===== config.mk =====
export PLATFORM = sky130hd
export DESIGN_NAME = exe_div_seq_flat
export DESIGN_NICKNAME = d
export VERILOG_FILES = /design/src/rtl/exe_div_seq_pkg.sv /design/src/rtl/exe_div_seq_if.sv /design/src/rtl/exe_div_step.sv /design/src/rtl/exe_div_seq.sv /design/src/flat_wrapper.sv
export SDC_FILE = /design/constraint.sdc
export NUM_CORES = 1
export LEC_CHECK = 0
export BUFFER_PORTS_ARGS = -buffer_cell sky130_fd_sc_hd__buf_4
export CAP_MARGIN = 10
export CORE_UTILIZATION = 56
export CTS_CLUSTER_SIZE = 10
export DETAILED_ROUTE_END_ITERATION = 12
export PLACE_DENSITY = 0.75
export SYNTH_ARGS = -nofsm -noshare
export SYNTH_HDL_FRONTEND = slang
export SYNTH_SLANG_ARGS = --single-unit

===== constraint.sdc =====
create_clock -name clk -period 3.6 [get_ports clk]
set_clock_uncertainty 0.15 [all_clocks]
set_input_delay 0.72 -clock clk [delete_from_list [all_inputs] [get_ports clk]]
set_output_delay 0.72 -clock clk [all_outputs]
set_load 0.05 [all_outputs]

===== src/rtl/exe_div_seq_pkg.sv =====
// Shared types and constants for the execute-stage divide sequencer.
package exe_pkg;

    localparam int unsigned XLEN = 64;

    localparam logic [1:0] DIV_OP_DIV  = 2'b00;
    localparam logic [1:0] DIV_OP_DIVU = 2'b01;
    localparam logic [1:0] DIV_OP_REM  = 2'b10;
    localparam logic [1:0] DIV_OP_REMU = 2'b11;

    localparam logic [6:0] OP_OP         = 7'b0110011;
    localparam logic [6:0] OP_OP32       = 7'b0111011;
    localparam logic [6:0] FUNCT7_MULDIV = 7'b0000001;

    typedef enum logic [2:0] {
        ST_IDLE,
        ST_PREP,
        ST_ITER,
        ST_FIX,
        ST_DONE
    } div_state_t;

    function automatic logic [XLEN-1:0] sext_word(input logic [XLEN-1:0] v);
        return {{(XLEN-32){v[31]}}, v[31:0]};
    endfunction

endpackage


===== src/rtl/exe_div_seq_if.sv =====
// Execute-stage <-> divide sequencer handshake bundle.
interface exe_div_seq_if;

    logic                     DIV_START;
    logic [1:0]               DIV_OP;
    logic                     DIV_WORD;
    logic [exe_pkg::XLEN-1:0] DIV_A;
    logic [exe_pkg::XLEN-1:0] DIV_B;
    logic                     DIV_FLUSH;
    logic                     DIV_BUSY;
    logic                     DIV_DONE;
    logic [exe_pkg::XLEN-1:0] DIV_RESULT;
    logic                     V_EXE_DIV_STALL;

    modport master (
        output DIV_START, DIV_OP, DIV_WORD, DIV_A, DIV_B, DIV_FLUSH,
        input  DIV_BUSY, DIV_DONE, DIV_RESULT, V_EXE_DIV_STALL
    );

    modport slave (
        input  DIV_START, DIV_OP, DIV_WORD, DIV_A, DIV_B, DIV_FLUSH,
        output DIV_BUSY, DIV_DONE, DIV_RESULT, V_EXE_DIV_STALL
    );

endinterface


===== src/rtl/exe_div_step.sv =====
// One restoring-division iteration: shift {rem,quo} left, trial-subtract divisor.
module exe_div_step
    import exe_pkg::*;
(
    input  logic [XLEN-1:0] rem,
    input  logic [XLEN-1:0] quo,
    input  logic [XLEN-1:0] divisor,
    output logic [XLEN-1:0] rem_next,
    output logic [XLEN-1:0] quo_next
);

    logic [XLEN:0] rem_sh;
    logic [XLEN:0] diff;

    // rem < divisor always holds, so the shifted value fits XLEN+1 bits and
    // diff[XLEN] is a clean borrow flag.
    always_comb begin
        rem_sh   = {rem, quo[XLEN-1]};
        diff     = rem_sh - {1'b0, divisor};
        quo_next = {quo[XLEN-2:0], ~diff[XLEN]};
        rem_next = diff[XLEN] ? rem_sh[XLEN-1:0] : diff[XLEN-1:0];
    end

endmodule


===== src/rtl/exe_div_seq.sv =====
// Multi-cycle RV64M divide/remainder sequencer with execute-stage stall.
// Optional one-entry result cache enabled by EXE_DIV_RESULT_CACHE_EN.
module exe_div_seq
    import exe_pkg::*;
(
    input  logic         clk,
    input  logic         RESET_N,
    exe_div_seq_if.slave div_if
);

    div_state_t state, state_next;

    logic [1:0]      op_q;
    logic            word_q;
    logic [XLEN-1:0] a_q, b_q;
    logic [XLEN-1:0] rem_q, quo_q, div_q;
    logic [6:0]      count_q;
    logic            qneg_q, rneg_q;
    logic [XLEN-1:0] result_q;

    logic            accept;
    logic            cache_hit;
    logic [XLEN-1:0] cache_res;

    logic            sgn;
    logic [XLEN-1:0] a_ext, b_ext, a_abs, b_abs, a_min;
    logic            a_neg, b_neg, div_zero, ovf, special;
    logic [XLEN-1:0] sp_quo, sp_rem, sp_res;
    logic [XLEN-1:0] q_fix, r_fix, fix_res;
    logic [XLEN-1:0] step_rem, step_quo;

    assign accept = div_if.DIV_START & ~div_if.DIV_FLUSH;

    exe_div_step u_step (
        .rem      (rem_q),
        .quo      (quo_q),
        .divisor  (div_q),
        .rem_next (step_rem),
        .quo_next (step_quo)
    );

    // Operand conditioning and special-case detection on the latched op (PREP).
    always_comb begin
        sgn      = ~op_q[0];
        a_ext    = word_q ? (sgn ? sext_word(a_q) : {32'b0, a_q[31:0]}) : a_q;
        b_ext    = word_q ? (sgn ? sext_word(b_q) : {32'b0, b_q[31:0]}) : b_q;
        a_neg    = sgn & a_ext[XLEN-1];
        b_neg    = sgn & b_ext[XLEN-1];
        a_abs    = a_neg ? -a_ext : a_ext;
        b_abs    = b_neg ? -b_ext : b_ext;
        a_min    = word_q ? {{(XLEN-31){1'b1}}, 31'b0} : {1'b1, {(XLEN-1){1'b0}}};
        div_zero = (b_ext == '0);
        ovf      = sgn & (a_ext == a_min) & (b_ext == '1);
        special  = div_zero | ovf;
        sp_quo   = div_zero ? '1 : a_ext;
        sp_rem   = div_zero ? a_ext : '0;
        sp_res   = op_q[1] ? sp_rem : sp_quo;
        if (word_q) sp_res = sext_word(sp_res);
    end

    always_comb begin
        q_fix = qneg_q ? -quo_q : quo_q;
        r_fix = rneg_q ? -rem_q : rem_q;
        if (word_q) begin
            q_fix = sext_word(q_fix);
            r_fix = sext_word(r_fix);
        end
        fix_res = op_q[1] ? r_fix : q_fix;
    end

`ifdef EXE_DIV_RESULT_CACHE_EN
    logic            c_valid;
    logic [XLEN-1:0] c_a, c_b, c_quo, c_rem;
    logic            c_sgn, c_word;

    always_comb begin
        cache_hit = c_valid & (div_if.DIV_A == c_a) & (div_if.DIV_B == c_b)
                  & (~div_if.DIV_OP[0] == c_sgn) & (div_if.DIV_WORD == c_word);
        cache_res = div_if.DIV_OP[1] ? c_rem : c_quo;
    end

    always_ff @(posedge clk or negedge RESET_N) begin
        if (!RESET_N) begin
            c_valid <= 1'b0;
            c_a     <= '0;
            c_b     <= '0;
            c_sgn   <= 1'b0;
            c_word  <= 1'b0;
            c_quo   <= '0;
            c_rem   <= '0;
        end else if (state == ST_FIX && !div_if.DIV_FLUSH) begin
            c_valid <= 1'b1;
            c_a     <= a_q;
            c_b     <= b_q;
            c_sgn   <= sgn;
            c_word  <= word_q;
            c_quo   <= q_fix;
            c_rem   <= r_fix;
        end
    end
`else
    always_comb begin
        cache_hit = 1'b0;
        cache_res = '0;
    end
`endif

    always_ff @(posedge clk or negedge RESET_N) begin
        if (!RESET_N) state <= ST_IDLE;
        else          state <= state_next;
    end

    always_comb begin
        state_next = state;
        unique case (state)
            ST_IDLE: if (accept) state_next = cache_hit ? ST_DONE : ST_PREP;
            ST_PREP: begin
                if (div_if.DIV_FLUSH) state_next = ST_IDLE;
                else if (special)     state_next = ST_DONE;
                else                  state_next = ST_ITER;
            end
            ST_ITER: begin
                if (div_if.DIV_FLUSH)     state_next = ST_IDLE;
                else if (count_q == 7'd1) state_next = ST_FIX;
            end
            ST_FIX:  state_next = div_if.DIV_FLUSH ? ST_IDLE : ST_DONE;
            ST_DONE: state_next = ST_IDLE;
            default: state_next = ST_IDLE;
        endcase
    end

    always_comb begin
        div_if.DIV_BUSY        = (state == ST_PREP) | (state == ST_ITER) | (state == ST_FIX);
        div_if.DIV_DONE        = (state == ST_DONE);
        div_if.V_EXE_DIV_STALL = ((state == ST_IDLE) & accept) | div_if.DIV_BUSY;
        div_if.DIV_RESULT      = result_q;
    end

    always_ff @(posedge clk or negedge RESET_N) begin
        if (!RESET_N) begin
            op_q     <= '0;
            word_q   <= 1'b0;
            a_q      <= '0;
            b_q      <= '0;
            rem_q    <= '0;
            quo_q    <= '0;
            div_q    <= '0;
            count_q  <= '0;
            qneg_q   <= 1'b0;
            rneg_q   <= 1'b0;
            result_q <= '0;
        end else begin
            unique case (state)
                ST_IDLE: begin
                    if (accept) begin
                        op_q   <= div_if.DIV_OP;
                        word_q <= div_if.DIV_WORD;
                        a_q    <= div_if.DIV_A;
                        b_q    <= div_if.DIV_B;
                        if (cache_hit) result_q <= cache_res;
                    end
                end
                ST_PREP: begin
                    qneg_q  <= a_neg ^ b_neg;
                    rneg_q  <= a_neg;
                    rem_q   <= '0;
                    div_q   <= b_abs;
                    // Word ops run 32 steps, so the dividend is pre-aligned to the top half.
                    quo_q   <= word_q ? {a_abs[31:0], 32'b0} : a_abs;
                    count_q <= word_q ? 7'd32 : 7'd64;
                    if (special && !div_if.DIV_FLUSH) result_q <= sp_res;
                end
                ST_ITER: begin
                    rem_q   <= step_rem;
                    quo_q   <= step_quo;
                    count_q <= count_q - 7'd1;
                end
                ST_FIX: begin
                    if (!div_if.DIV_FLUSH) result_q <= fix_res;
                end
                default: ;
            endcase
        end
    end

endmodule

===== src/flat_wrapper.sv =====
// flat-port wrapper written by rule: the top's interface ports become plain ports
module exe_div_seq_flat import exe_pkg::*;
  (clk, RESET_N, div_if_DIV_START, div_if_DIV_OP, div_if_DIV_WORD, div_if_DIV_A, div_if_DIV_B, div_if_DIV_FLUSH, div_if_DIV_BUSY, div_if_DIV_DONE, div_if_DIV_RESULT, div_if_V_EXE_DIV_STALL);
  exe_div_seq_if div_if_i ();
  input  logic clk;
  input  logic RESET_N;
  input wire logic [$bits(div_if_i.DIV_START)-1:0] div_if_DIV_START;
  input wire logic [$bits(div_if_i.DIV_OP)-1:0] div_if_DIV_OP;
  input wire logic [$bits(div_if_i.DIV_WORD)-1:0] div_if_DIV_WORD;
  input wire logic [$bits(div_if_i.DIV_A)-1:0] div_if_DIV_A;
  input wire logic [$bits(div_if_i.DIV_B)-1:0] div_if_DIV_B;
  input wire logic [$bits(div_if_i.DIV_FLUSH)-1:0] div_if_DIV_FLUSH;
  output wire logic [$bits(div_if_i.DIV_BUSY)-1:0] div_if_DIV_BUSY;
  output wire logic [$bits(div_if_i.DIV_DONE)-1:0] div_if_DIV_DONE;
  output wire logic [$bits(div_if_i.DIV_RESULT)-1:0] div_if_DIV_RESULT;
  output wire logic [$bits(div_if_i.V_EXE_DIV_STALL)-1:0] div_if_V_EXE_DIV_STALL;
  assign div_if_i.DIV_START = div_if_DIV_START;
  assign div_if_i.DIV_OP = div_if_DIV_OP;
  assign div_if_i.DIV_WORD = div_if_DIV_WORD;
  assign div_if_i.DIV_A = div_if_DIV_A;
  assign div_if_i.DIV_B = div_if_DIV_B;
  assign div_if_i.DIV_FLUSH = div_if_DIV_FLUSH;
  assign div_if_DIV_BUSY = div_if_i.DIV_BUSY;
  assign div_if_DIV_DONE = div_if_i.DIV_DONE;
  assign div_if_DIV_RESULT = div_if_i.DIV_RESULT;
  assign div_if_V_EXE_DIV_STALL = div_if_i.V_EXE_DIV_STALL;
  exe_div_seq u_core (.clk(clk), .RESET_N(RESET_N), .div_if(div_if_i));
endmodule

Word level (Yosys, flattened, before mapping):

Cells that the tools add are included.

* bits in registers: 399
* bits of input ports: 135

* add/subtract/negate cells: 6
* equal/unequal tests: 11
* mux-type cells: 32
* bitwise operators: 14
* reduce and logical (&&, ||, !) cells: 9

Operators with widths (number)
* $mux 64: 19
* $pmux 64 s2: 3
* $neg 64->64: 4
* $sub 65x64->65: 1
* $eq 64x64->1: 1
* $eq 64x64->1 const B: 1
* $logic_not 64->1: 1
* $mux 63: 1
* $mux 3: 6
* $pmux 7 s2: 1
* $pmux 3 s4: 1
* $eq 7x1->1 const B: 1
* $mux 7: 1
* $sub 7x1->7 const B: 1
* $and 1x1->1: 6
* $eq 3x2->1 const B: 2
* $ne 2x2->1 const B: 2
* $or 1x1->1: 4
* $reduce_and 2->1: 2
* $reduce_bool 2->1: 2
* $eq 3x1->1 const B: 1
* $eq 3x3->1 const B: 1
* $logic_not 3->1: 1
* $ne 3x2->1 const B: 1
* 6 further kinds: 8

Depth between registers and ports, before layout:

Gate-level depths: netlist (run 1).

* word-level depth: 9
* mapped depth: 15
* gate-level depth less buffers: 13

By module:

From an unflattened synthesis (run 1), not the netlist that was laid out.

* cells, all modules: 3382
* area, all modules: 29468.3 µm²

By module, submodules not included
* exe_div_seq: instances 1, cells each 2597, area each 23825.4 µm², seq. area each 9984.6 µm²
* exe_div_step: instances 1, cells each 785, area each 5642.9 µm², seq. area each 0.0 µm²

Worst setup path after synthesis (run 1):

Ideal clock, no wire load.

* path type: reg2reg
* from: register u_core.div_q[0]
* to: register u_core.rem_q[43]
* setup time: 0.133 ns
* arrival: 3.204 ns
* setup slack: 0.113 ns
* stages on the path, launching flop included: 15
* cell sequence: dfrtp_1 -> ha_1 -> fa_1 -> nand2b_1 -> a21oi_1 -> o211ai_1 -> a31oi_1 -> nand3_1 -> a211oi_1 -> o211ai_1 -> nand3_1 -> buf_2 -> buf_2 -> mux2i_1 -> o21ai_0

* longest elaborated chain between the ends: 3

RTL lines
* from (decl): line exe_div_seq.sv:16 `logic [XLEN-1:0] rem_q, quo_q, div_q;`
* from (signal assigned): line exe_div_seq.sv:167 `div_q <= b_abs;`
* $sub 65x64->65: line exe_div_step.sv:19 `diff = rem_sh - {1'b0, divisor};`
* $mux 64: line exe_div_step.sv:21 `rem_next = diff[XLEN] ? rem_sh[XLEN-1:0] : diff[XLEN-1:0];`
* $pmux 64 s2: line exe_div_seq.sv:153 `unique case (state)`
* to (signal assigned): line exe_div_seq.sv:174 `rem_q <= step_rem;`
* to (decl): line exe_div_seq.sv:16

Every way passes these cells.
A chain may end at the register's enable or synchronous reset.

Final worst setup path (run 1):

* from: register u_core.b_q[16]
* to: register u_core.result_q[27], in the netlist u_core.div_if.DIV_RESULT[27]

* longest elaborated chain between the ends: 8
* elaborated cells between the ends (all ways): 15
* classes of those cells: eq/ne: 2; mux: 8; bitwise: 2; reduce/logical: 3

RTL lines
* from (decl): line exe_div_seq.sv:15 `logic [XLEN-1:0] a_q, b_q;`
* from (signal assigned): line exe_div_seq.sv:159 `b_q <= div_if.DIV_B;`
* $mux 64: line exe_div_seq.sv:46 `b_ext = word_q ? (sgn ? sext_word(b_q) : {32'b0, b_q[31:0]}) : b_q;`
* $mux 64 (*): line exe_div_seq.sv:46
* $logic_not 64->1 / $eq 64x64->1 (equally long branches): line exe_div_seq.sv:52, exe_div_seq.sv:53
* $mux 64, or another cell as far along: line exe_div_seq.sv:55 `sp_quo = div_zero ? '1 : a_ext;`
* $mux 64 / $or 1x1->1 (equally long branches): line exe_div_seq.sv:57, exe_div_seq.sv:54
* $mux 64 / $logic_and 1x1->1 (equally long branches): line exe_div_seq.sv:58, exe_div_seq.sv:171
* $mux 64 / $ne 2x2->1 (equally long branches)
* $pmux 64 s2 / $reduce_and 3->1 (equally long branches)
* to (signal assigned): line exe_div_seq.sv:160 `if (cache_hit) result_q <= cache_res;`
* to (signal assigned): line exe_div_seq.sv:171 `if (special && !div_if.DIV_FLUSH) result_q <= sp_res;`
* to (signal assigned): line exe_div_seq.sv:179 `if (!div_if.DIV_FLUSH) result_q <= fix_res;`
* to (decl): line exe_div_seq.sv:19 `logic [XLEN-1:0] result_q;`

Every way passes the cells marked *; elsewhere a longest branch is shown, timed or not. The select of a mux whose other input is x is not followed.

==> results of run 1 <==
-- logic make-up (layout without fill, tap and decap cells) --
group / Yosys count / after routing
flops: 399 / 399
xor+xnor: 301 / 301
other cells: 0 / 3
buf+inv: 330 / 810
mux: 192 / 192
compound gates: 1022 / 1022
fa+ha+maj: 72 / 72
simple gates: 971 / 973
-- stage by stage --
step	power, mW	instance area [µm²]
2_1_floorplan	23.33	27820
3_3_place_gp	33.46	32600
3_5_place_dp	34.07	32600
4_1_cts	39.15	34260
5_1_grt	43.63	34910
6_report	41.81	34920
-- cell usage in the layout, fill, tap and decap left out, types with 25 or more instances in the layout --
master and n:
mux2_2 134, ha_1 65, nor2_1 224, nand2_1 394
o41ai_1 25, a31oi_1 43, or4_1 27, inv_1 120
o22ai_1 25, a21boi_0 26, xor2_1 157, a21oi_1 177
a21o_1 35, o21ai_0 331, dfrtp_1 394, o31ai_1 56
o21ai_1 37, clkbuf_16 52, mux2i_1 55, nor4_1 41
a22oi_1 39, buf_4 588, nor3_1 53, xnor2_1 144
or3_1 31, o211ai_1 57, nand3_1 32, nand4_1 41
-- cell usage after synthesis (6+ instances only) --
cell	n	area (µm²)
o22ai_1	27	168.9
xor2_1	157	1375
nand2_1	396	1486
nor3_1	55	275.3
mux2i_1	58	580.6
o21ai_1	17	85.08
a21o_1	38	285.3
and2_1	9	56.30
o41ai_1	32	280.3
a22oi_1	39	292.8
nor4_1	46	287.8
or2_2	12	75.07
or3_1	34	212.7
nand4b_1	6	52.55
o221ai_1	8	70.07
or4_1	34	255.2
xnor2_1	144	1261
nand2b_1	18	112.6
inv_1	123	461.7
a32oi_1	9	78.83
and3_1	7	43.79
a21boi_0	28	210.2
nor2_1	229	859.6
buf_1	15	56.30
a21oi_1	197	986.0
dfrtp_1	399	9985
mux2_2	134	1509
o31ai_1	60	450.4
ha_1	71	888.4
o21ai_0	353	1767
a221oi_1	15	131.4
clkbuf_1	172	645.6
nand3_1	36	180.2
a31oi_1	44	275.3
nand4_1	41	256.5
o21a_1	15	112.6
o21bai_1	15	112.6
nor2b_1	12	75.07
buf_2	17	85.08
a211oi_1	22	165.2
o211ai_1	57	427.9
-- repair_timing --
action | in CTS | in global routing
gates cloned | 2 | 5
setup endpoints to repair | 88 | 127
buffers inserted | 1 | 13
resized for setup | 26 | 114
pin swaps | 7 | 25
-- worst paths after layout --
| check | from | endpoint | slack [ps] | cells past startpoint |
|---|---|---|---|---|
| max in group asynchronous | RESET_N | u_core.div_q[5] | 2410 | 2 |
| hold reg to reg | u_core.div_q[62] | u_core.div_q[62] | 330 | 2 |
| setup / recovery | u_core.b_q[16] | u_core.div_if.DIV_RESULT[27] | 50 | 10 |
| hold / removal | RESET_N | u_core.div_q[26] | -20 | 1 |
| setup reg to reg | u_core.b_q[16] | u_core.div_if.DIV_RESULT[27] | 50 | 10 |
| min in group clk | div_if_DIV_FLUSH | u_core.state[1] | 130 | 2 |
-- sequential cells by signal, summed over array words and instances, names as in the netlist --
| register | cells |
|---|---|
| u_core.rneg_q | 1 |
| u_core.state | 3 |
| u_core.div_if.DIV_RESULT | 64 |
| u_core.b_q | 64 |
| u_core.op_q | 2 |
| u_core.a_q | 64 |
| u_core.qneg_q | 1 |
| u_core.count_q | 7 |
| u_core.rem_q | 64 |
| u_core.div_q | 64 |
| u_core.quo_q | 64 |
| u_core.word_q | 1 |
-- cell type report --
type / count / area [µm²]
Clock buffer: 68 / 1398
Multi-Input combinational cell: 2560 / 17220
Inverter: 124 / 471.7
Fill cell: 3683 / 14030
Tap cell: 664 / 830.8
Antenna cell: 3 / 7.507
Clock inverter: 3 / 70.07
Sequential cell: 399 / 9993
Timing Repair Buffer: 615 / 4931
-- metal layers --
metal / wire [µm] / share of wire
met1: 46260 / 0.39
met2: 47910 / 0.41
met3: 18150 / 0.15
met4: 5582 / 0.047
met5: 104 / 0.00088
-- critical path: stages (launching register included) --
cell       delay, ps
dfrtp_1          370
or4_1            600
or3_4            410
nor3_4           230
nand2_2          110
nand4bb_4        240
buf_12           190
nor2_2           170
buf_4            370
o21ai_0          360
a31oi_1          270
-- where the power goes --
part / total [mW] / internal [mW] / switching (mW)
sequential: 8.17 / 6.17 / 2.00
combinational: 28.9 / 11.3 / 17.6
clock: 4.75 / 2.74 / 2.01
==> flow_summary.yaml, run 1 <==
sta:
  hold_viol: 5
  setup_viol: 0
  post-route-period-util: 0.9857
  fin_tns_setup_ps: 0
  fmax_mhz: 281.8
  tightest_slew_ps: 967.2
  rsz0062_at_grt: "yes"
  holdWs_ps: -18.11
  fin_ws_ps: 51.45
  drv_slew: 0
  slew_headroom: 0.3530
  min_period_ps: 3549
logic_synthesis:
  synth.yosys.warnings: 0
  muxShareOfSynthArea: 0.07510
  synth_xor_area_frac: 0.09475
  synth-seq-cells: 399
  synth_edf_count: 0
  ys.flop_type: "dfrtp_1"
  synthAdderAreaFrac: 0.03265
  synth_compound_area_frac: 0.2291
  syn_area_per_cell_um2: 8.465
  syn_inst: 3287
  yosys.area_share.simple: 0.1639
  ys_seq_area_frac: 0.3588
  ys_async_sr_fraction: 1.000
  synthesis.nets: 3494
  syn_area_um2: 27820
  ys_types: 83
  synth_top_family_by_area: "compound AO/OA/AOI/OAI gates"
layout:
  layout-drive-gt1-share: 0.2534
  areaGrowthSynthToFinish_pct: 25.51
  fin_util: 0.7134
  nets: 3955
  stdcell_count: 4436
outcome:
  violations: "negative hold slack"
  status: "finished, violations left"
detailed_routing:
  vias: 29630
  viasPerCell: 6.680
  antenna_left: 0
  wl_mm: 118.0
  drc: 0
  drtPass1Iterations: 8
  drt_iter0_drc: 4117
  wl_per_cell_um: 26.60
placed_design:
  post-dp-hpwl_mm: 89.99
  io_buffer_count: 201
  dp.cells: 4341
  gp_congestion: 1.082
  preCtsSetupSlack_ps: -174.9
cts:
  clkLatencyLatePin_ps: 620
  clk_pin_slew_ps: 60
  clock_path_buffers: 3
  clkSinkCount: 399
  tritoncts: "done"
  htree_num_levels: 2
  hold_buffers: 0
  cts_buffers: 48
  root_buffer: "clkbuf_16"
grt:
  grt_overflow: 0
  grt_first_pass_wirelength_mm: 171.7
  use_met1: 0.6113
  grt_pass1_vias: 27940
  use_met2: 0.6345
  grt_start_max_net_pins: 127
  grt_usage: 0.4535
  grt_util_met3: 0.1945
  grt-busiest-layer: "met2"
  antenna_found_initial: 9
setup_path:
  path_class: "reg -> reg"
  start_kind: "flop"
  cp.arrival_ps: 3940
  end_kind: "flop"
  critPathRequiredTime_ps: 3990
  critPathMaxFanout: 28
flow_run:
  cap_violations: 0
hold_path:
  min_path_type: "in -> async"
floorplan:
  core_um2: 48950
  start_util: 0.5684
  num_rows: 81
  die_h_um: 224.9
  fp.dieW_um: 224.9
  dieArea_um2: 50580
  pin_count: 202
power:
  vdd_ir_drop_max_uv: 930.6
  p_leak_nw: 15.74
  powerDensity_nw_per_um2: 1197
Power figures use the tool's default switching activity.
==> run 2, diff against run 1 <==
- CORE_MARGIN: default -> 2
- CORE_UTILIZATION: 56 -> 35
- PLACE_DENSITY: 0.75 -> 0.5
==> run 2 against run 1 <==
Net effect: the run now ends clean; core utilization down 26 points; maximum frequency up 0.27%; critical endpoint is now u_core.div_if.DIV_RESULT[46]; flip-flop and latch count unchanged; setup slack better by 9.6 ps; combinational power down 2%; clock power up 2%.
==> flow_summary.yaml, run 2 (synthesis gave the netlist of run 1 again) <==
grt:
  grt_first_pass_wirelength_mm: 170.3
  grt_usage: 0.2753
  antenna_found_initial: 3
  grt_overflow: 0
  grt_start_max_net_pins: 132
  grt_pass1_vias: 25430
sta:
  holdWs_ps: 121.9
  drv_slew: 0
  post-route-period-util: 0.9830
  min_period_ps: 3539
  hold_viol: 0
  setup_viol: 0
  rsz0062_at_grt: "yes"
  slew_headroom: 0.3581
  tightest_slew_ps: 962.8
  fmax_mhz: 282.6
placed_design:
  dpl-instance-area_um2: 33130
  post-dp-hpwl_mm: 91.53
  gp_congestion: 0.9704
  dp.cells: 4732
  io_buffer_count: 201
detailed_routing:
  wl_mm: 116.2
  drtPass1Iterations: 6
  drt_iter0_drc: 2740
  antenna_left: 0
  wl_per_cell_um: 24.06
  drc: 0
  viasPerCell: 5.626
  vias: 27180
layout:
  mostFrequentLayoutCell: "buf_4"
  multi_input_area_um2: 17120
  antennaDiodeCount: 0
  mostFrequentLayoutCells: "584 x buf_4, 393 x nand2_1, 393 x dfrtp_1"
  areaGrowthSynthToFinish_pct: 27.29
  stdcell_area_um2: 35420
  fin_util: 0.4491
  nets: 3958
  fillers: 7879
  stdcell_count: 4831
  layout-drive-gt1-share: 0.2502
  seqCellArea_um2: 9997
setup_path:
  path_cells: "or4_4 > or4_4 > or4_4 > or3_4 > o41ai_4 > xor2_1 > o22ai_1 > o211ai_1 > nand2_1"
  start_kind: "flop"
  cp.arrival_ps: 3880
  critPathMaxFanout: 3
  slowest_stage: "or4_4"
  end_kind: "flop"
  critPathRequiredTime_ps: 3940
  path_class: "reg -> reg"
  critical_path.most_common_cell: "or4_4"
  critPathTopFamily: "simple AND/OR/NAND/NOR gates"
  crit_buf_inv: 0
  max_stage_delay_ps: 550
cts:
  clock_path_buffers: 3
  tritoncts: "done"
  clkSinkCount: 399
  clk_pin_slew_ps: 60
  root_buffer: "clkbuf_16"
  cts_buffers: 50
  htree_num_levels: 2
  clkLatencyLatePin_ps: 630
flow_run:
  cap_violations: 0
floorplan:
  pin_count: 202
  dieArea_um2: 81770
  fp.dieW_um: 286.0
  start_util: 0.3528
  core_um2: 78870
  die_h_um: 286.0
  num_rows: 103
power:
  powerDensity_nw_per_um2: 1167
  vdd_ir_drop_max_uv: 902.6
  p_leak_nw: 15.73
hold_path:
  min_path_type: "in -> reg"
outcome:
  status: "finished clean"
[run 2: changes by cell type in the layout (fill, tap and decap cells not counted), sizes merged]
cell,delta
clkbuf,+9
bufbuf,-1
clkinvlp,-1
diode,-3
clkinv,+3
inv,+1
nand3,-1
bufinv,+1
dlygate4sd3,+1
[run 2: cell type report]
type                    count  area share
repair buffers            617      0.1414
multi-input cells        2559      0.4833
clock inverters             7    0.003639
flip-flops and latches    399      0.2823
inverters                 124     0.01314
clock buffers              75     0.03911
well taps                1050     0.03709
[run 2: metal layers]
layer	track usage	wire length (µm)
met1	0.4259	55980
met3	0.05606	9823
met2	0.3905	47900
met4	0.05615	2492
met5	0	27
[run 2: worst paths after layout]
kind                                         startpoint                           end  slack [ps]  cells after the start
max reg2reg                             u_core.quo_q[8]  u_core.div_if.DIV_RESULT[46]          60                      9
min in group asynchronous                       RESET_N                 u_core.word_q         570                      2
max in group asynchronous                       RESET_N               u_core.rem_q[8]        1790                      3
min                                    div_if_DIV_FLUSH               u_core.state[1]         120                      2
min reg2reg                u_core.div_if.DIV_RESULT[24]  u_core.div_if.DIV_RESULT[24]         330                      2
max                                     u_core.quo_q[8]  u_core.div_if.DIV_RESULT[46]          60                      9
[run 2: where the power goes]
part	switching (mW)	total (mW)	leakage, nW	internal, mW
clock	2.08	4.86	0.732	2.79
sequential	2.07	8.24	4.98	6.17
combinational	16.7	28.2	10.0	11.5
[run 2: stage by stage]
step / setup WS [ps] / setup TNS [ps] / total power [mW]
after floorplan: 113.1 / 0 / 23.33
after global placement: -204.4 / -8574 / 34.38
after detailed placement: -217.0 / -9775 / 34.28
after CTS: -13.09 / -13.09 / 39.47
after global routing: -70.43 / -2662 / 43.94
final: 61.06 / 0 / 41.34
[run 2: timing repair]
| action | in CTS | in global routing |
|---|---|---|
| hold endpoints to repair | 6 | 0 |
| gates resized for setup | 20 | 123 |
| cloned | 1 | 7 |
| pin swaps | 1 | 24 |
| hold buffers | 1 | 0 |
| setup endpoints to repair | 102 | 125 |
| buffers inserted | 0 | 8 |
